**src/rtl/izh_param_serializer.sv**
```systemverilog
// izh_param_serializer: shifts four 12-bit Izhikevich parameters MSB-first to a serial loader.
// Define IZH_SER_CHECKSUM_EN to append an XOR checksum byte (56-bit frame instead of 48).
module izh_param_serializer (
  input  logic        clk,
  input  logic        reset,
  input  logic        enable,
  input  logic        start,
  input  logic [11:0] param_a,
  input  logic [11:0] param_b,
  input  logic [11:0] param_c,
  input  logic [11:0] param_d,
  output logic        serial_data,
  output logic        load_mode,
  output logic        busy,
  output logic        done
);
`ifdef IZH_SER_CHECKSUM_EN
  localparam int W = 56;
`else
  localparam int W = 48;
`endif
  localparam logic [5:0] LAST = 6'(W - 1);
  typedef enum logic [1:0] {IDLE, SHIFT, DONE} state_t;
  state_t state, state_n;
  logic [W-1:0] sr, sr_n, frame;
  logic [47:0] data;
  logic [5:0] cnt, cnt_n;
  logic sd_n, lm_n, busy_n, done_n;
  assign data = {param_a, param_b, param_c, param_d};
`ifdef IZH_SER_CHECKSUM_EN
  assign frame = {data, data[47:40] ^ data[39:32] ^ data[31:24] ^ data[23:16] ^ data[15:8] ^ data[7:0]};
`else
  assign frame = data;
`endif
  always_comb begin
    state_n = state;
    sr_n = sr;
    cnt_n = cnt;
    sd_n = serial_data;
    lm_n = load_mode;
    busy_n = busy;
    done_n = 1'b0;
    case (state)
      IDLE: if (start && enable) begin
        state_n = SHIFT;
        sr_n = frame;
        cnt_n = '0;
        sd_n = frame[W-1];
        lm_n = 1'b1;
        busy_n = 1'b1;
      end
      SHIFT: if (enable) begin
        if (cnt == LAST) begin
          state_n = DONE;
          sr_n = '0;
          sd_n = 1'b0;
          lm_n = 1'b0;
          busy_n = 1'b0;
          done_n = 1'b1;
        end else begin
          sr_n = sr << 1;
          cnt_n = cnt + 6'd1;
          sd_n = sr[W-2];
        end
      end
      default: state_n = IDLE;
    endcase
  end
  always_ff @(posedge clk or negedge reset) begin
    if (!reset) begin
      state <= IDLE;
      sr <= '0;
      cnt <= '0;
      serial_data <= 1'b0;
      load_mode <= 1'b0;
      busy <= 1'b0;
      done <= 1'b0;
    end else begin
      state <= state_n;
      sr <= sr_n;
      cnt <= cnt_n;
      serial_data <= sd_n;
      load_mode <= lm_n;
      busy <= busy_n;
      done <= done_n;
    end
  end
endmodule

```
**config.mk**
```make
export PLATFORM = sky130hd
export DESIGN_NAME = izh_param_serializer
export DESIGN_NICKNAME = d
export VERILOG_FILES = /design/src/rtl/izh_param_serializer.sv
export SDC_FILE = /design/constraint.sdc
export NUM_CORES = 1
export LEC_CHECK = 0
export ABC_AREA = 1
export CAP_MARGIN = 15
export CORE_MARGIN = 1.5
export CORE_UTILIZATION = 45
export CTS_CLUSTER_SIZE = 20
export DETAILED_ROUTE_END_ITERATION = 6
export PLACE_DENSITY = 0.67
export RECOVER_POWER = 50
export SLEW_MARGIN = 20
export SYNTH_ARGS = -nofsm -noshare
export SYNTH_HDL_FRONTEND = slang
export SYNTH_SLANG_ARGS = --single-unit
```
**constraint.sdc**
```tcl
create_clock -name clk -period 1.7 [get_ports clk]
set_input_delay 0.34 -clock clk [delete_from_list [all_inputs] [get_ports clk]]
set_output_delay 0.34 -clock clk [all_outputs]
set_load 0.01 [all_outputs]
```
### After elaboration in Yosys (flattened, before gate mapping)

Cells that the tools add are included.

| word-level totals | value |
|---|---|
| bits in registers | 58 |
| bits of input ports | 52 |
| output and inout bits | 4 |

| operators by class | value |
|---|---|
| $add $sub $neg | 1 |
| eq/ne operators | 6 |
| muxes and demuxes | 23 |
| reduce and logical (&&, ||, !) cells | 7 |

Operators with widths:

| kind | count |
|---|---|
| $mux W47 | 3 |
| $pmux W47 S2 | 1 |
| $mux W6 | 3 |
| $pmux W6 S2 | 1 |
| $mux W1 | 9 |
| $ne A2 B2 Y1 const B | 4 |
| $reduce_and A4 Y1 | 2 |
| $add A6 B1 Y6 const B | 1 |
| $eq A6 B6 Y1 const B | 1 |
| $mux W2 | 3 |
| $reduce_and A3 Y1 | 2 |
| $pmux W1 S2 | 2 |
| $pmux W2 S2 | 1 |
| $eq A2 B1 Y1 const B | 1 |
| $logic_not A2 Y1 | 1 |
| $reduce_bool A2 Y1 | 1 |
| $logic_and A1 B1 Y1 | 1 |

### Depth between registers and ports, before layout

| logic depth | value |
|---|---|
| depth in word-level cells | 4 |
| mapped depth | 9 |

### Worst setup path after synthesis

No wires, ideal clock.

| path | value |
|---|---|
| kind | register -> register |
| from | register cnt[0] |
| to | register sr[37] |
| setup time | 0.065 ns |
| arrival | 1.334 ns |
| required time | 1.635 ns |
| slack | 0.301 ns |
| stages on the path, launching flop included | 9 |
| path buffers | 2 |
| cells stage by stage | dfrtp_1 ha_1 nand3_1 nor2_1 nor2_1 buf_2 buf_4 nand3_1 nand2_1 |

| on the way | value |
|---|---|
| cells in the longest elaborated chain, start to end | 4 |

Ends and longest elaborated chain:

| what | line | RTL |
|---|---|---|
| start: declaration | 27 | `logic [5:0] cnt, cnt_n;` |
| start signal: assignment | 81 | `cnt <= cnt_n;` |
| $eq A6 B6 Y1 | 53 | `if (cnt == LAST) begin` |
| $mux W47 | 53 |  |
| $mux W47 | 52 | `SHIFT: if (enable) begin` |
| $pmux W47 S2 | 43 | `case (state)` |
| end signal: assignment | 80 | `sr <= sr_n;` |
| end: declaration | 25 | `logic [W-1:0] sr, sr_n, frame;` |

Every way passes these cells. The select of a mux whose other input is x is not followed.
A chain may end at the register's enable or synchronous reset.

==> summary.txt <==
Critical path
  – Top Family by Delay on Critical Path: buffers and inverters
  – Peak per-stage delay on the critical path: 0.54 ns
  – WS Path Type: reg -> out
  – Worst path arrival time: 1.24 ns
  – Reg2reg start: cnt[0]$_DFFE_PN0P_
  – Crit-path cells: clkdlybuf4s50_1
  – CP max stage cell: clkdlybuf4s50_1
  – Worst path bufs/invs: 1
  – Worst Setup Start Kind: register
  – Worst Setup End Kind: output pin
  – Crit path required time: 1.36 ns
  – Worst-path maximum fanout: 3
  – Critical Path Start: busy$_DFFE_PN0P_

Timing
  – Max Freq: 633.2 MHz
  – Max-Slew Margin vs Limit: 0.02903
  – Final Max Slew Viols: 0
  – Final setup viols: 0
  – Worst slew pin tran: 1.456 ns
  – Tmin final: 1.579 ns
  – Final Hold Fails: 0
  – Period utilisation layout: 0.9290
  – RSZ-0062 raised after global routing: false
  – Clk_skew: 0.008413 ns

Power and ir drop
  – Peak supply drop: 515.5 uV
  – NetSw: 0.001005 W
  – Clock group share of total power: 0.389
  – Final Power: 0.003856 W
  – Internal power: 0.002852 W
  – Sw frac: 0.2605
  – Seq pwr share: 0.433
  – Gate power share: 0.178
  – P per Cell Area: 956.0 nW/um^2
  – Static Leak: 1.890 nW

Yosys
  – Main combinational cell family by area after synthesis: simple AND/OR/NAND/NOR gates
  – Post-Synthesis Cells: 429
  – Adder-cell share of the synthesized area: 0.004097
  – Yosys Warn Count: 0
  – Count leader, synth: nand2_1
  – Top cells by area, synth: dfrtp_1 (48%), nand2_1 (21%), nand3_1 (8.7%)
  – Main synth FF type: dfrtp_1
  – Synth top area share: 0.4752
  – Sequential cell area fraction in the yosys report: 0.4752
  – Proportion of synthesized area in mux cells: 0
  – Mapped cell area: 3054 um^2
  – Commonest cells post-synth: nand2_1 (167), dfrtp_1 (58), nand3_1 (53)
  – Synthesized area per cell: 7.119 um^2
  – Fraction of registers with async set/reset: 1.000
  – Post-synth cell types: 24
  – Simple-gate area share of the yosys netlist: 0.3347
  – Post-synth EDFFs: 0
  – Synth Area in Compound Gates: 0.07538
  – Synthesized net count: 482
  – Seq cells post-synth: 58
  – Leading area contributor after synthesis: dfrtp_1
  – XOR/XNOR Fraction of Synth Area: 0

Placed design
  – DP HPWL: 4138 um
  – Cell Area, Placed: 3764 um^2
  – Global placement routability congestion: 0.7520
  – Number of I/O port buffers: 55

Clocking
  – Skew-Pair Late Insertion Delay: 0.33 ns
  – Post-CTS Hold Fix Bufs: 0
  – Clock root buffer: clkbuf_8
  – # clock sinks: 58
  – Setup Buffers After CTS: 0
  – TritonCTS clock tree: built
  – CTS H-tree lvls: 3
  – CTS Buf Count: 9
  – Clock Path Buffers: 2
  – Clock Pin Slew Worst Setup and Hold Paths: 0.07 ns

Cells and area
  – Final nets: 544
  – # diodes: 0
  – Ratio of cells with drive above 1 in the final layout: 0.09476
  – Design area: 4034 um^2
  – Area grow syn2layout: 32.08%

Floorplanning
  – Chip Height: 85.39 um
  – Die X: 85.39 um
  – Starting density of the core: 0.4729
  – Die Footprint: 7291 um^2
  – I/O pins: 56
  – Core ar.: 6459 um^2
  – Rows: 29

Global route
  – Antenna violations before repair: 0
  – Largest net degree at the start of global routing: 59
  – Gr usage total: 0.2006
  – Global-route wire length before repair: 11620 um
  – Vias in the first global route: 2653
  – Grt ovf: 0

Hold path
  – Worst min path class: in -> async

Route
  – Via density per instance: 4.867
  – DR vias: 2789
  – Drt wl/cell: 12.27 um
  – Post-Route WL: 7031 um
  – Iteration-0 DRC Markers: 211
  – DR pass1 iterations: 6
  – DRC violations left: 5
  – Final ANT Viol Nets: 0

Flow run
  – MaxCap Viol Count: 0

Outcome
  – Violations in the final reports: DRC
  – Outcome: complete, but fails checks
[per-stage QoR]
step	setup slack [ns]	utilization	cells	hold slack (ns)	setup TNS (ns)
CTS	0.02057	0.6213	571	0.01293	0
detailed placement	-0.2254	0.5827	554	0.3716	-9.184
global route	0.04761	0.6246	573	0.5121	0
finish	0.1207	0.6246	573	0.4458	0
global placement	-0.1846	0.5827	554	0.3732	-7.432
floorplan	0.3014	-	429	0.04441	0
[layout by cell type (no fill, tap or decap), types with 2 or more instances in the layout]
cell,netlist,final
nand2_2,1,2
nand3_1,53,53
buf_4,4,12
clkdlybuf4s50_1,0,54
buf_12,0,3
clkinv_1,2,2
bufinv_16,0,2
nor2_1,18,16
inv_1,51,52
nor2_4,1,6
o21ai_0,20,20
clkbuf_8,0,12
o21ai_1,23,23
nand4_1,2,2
dfrtp_1,58,58
nand2_1,167,166
[layout make-up]
type,instances,area [um^2]
fillers,584,2425
flip-flops and latches,58,1451
multi-input cells,295,1330
repair buffers,72,711.9
inverters,55,206.4
clock buffers,12,165.2
well taps,77,96.34
clock inverters,4,72.57
[logic make-up (layout without fill, tap and decap cells)]
family,after synthesis,in the layout
AND/OR/NAND/NOR,246,249
flip-flops,58,58
adder cells (fa/ha/maj),1,1
AO/OA/AOI/OAI,45,45
buffers and inverters,79,143
[power groups by stage]
stage | Clock [W] | Sequential [W] | Combinational [W]
final | 0.00150 | 0.00167 | 0.000687
after global routing | 0.00158 | 0.00169 | 0.000783
after CTS | 0.00153 | 0.00167 | 0.000696
after detailed placement | 0 | 0.00169 | 0.000690
after global placement | 0 | 0.00169 | 0.000676
after floorplan | 0 | 0.00170 | 0.000352
[final timing paths]
kind	end	slack [ns]	cells after the start
hold / removal	sr[20]$_DFFE_PN0P_	0.45	2
max in group asynchronous	sr[43]$_DFFE_PN0P_	0.39	2
setup / recovery	load_mode	0.12	1
hold reg to reg	sr[3]$_DFFE_PN0P_	0.50	2
setup reg to reg	sr[14]$_DFFE_PN0P_	0.18	6
min in group clk	sr[3]$_DFFE_PN0P_	0.50	2
[worst register-to-register path, stage by stage, from the launching register on]
cell and delay (ns):
dfrtp_1 0.38, ha_1 0.24, nand3_1 0.15, nor2_4 0.10
nor2_4 0.33, nand3_1 0.15, nand2_1 0.10
[flip-flops by register name (all words and copies together) (netlist names)]
name / cells
state: 2
busy: 1
done: 1
sr: 47
serial_data: 1
cnt: 6
[per-layer routing]
metal,vias up,global-route usage,part of all wire
met4,0,0.06745,0.0094
met2,67,0.3326,0.47
met3,8,0.03988,0.053
li1,1458,-,-
met5,-,0,0
met1,1256,0.2644,0.47
[what timing repair did]
action                                  CTS  global route
resized for setup                         1             6
gates cloned                              1             2
pin swaps                                 0             2
endpoints found under the setup margin   47            50
Note: power is estimated with default switching activity, not from simulation.
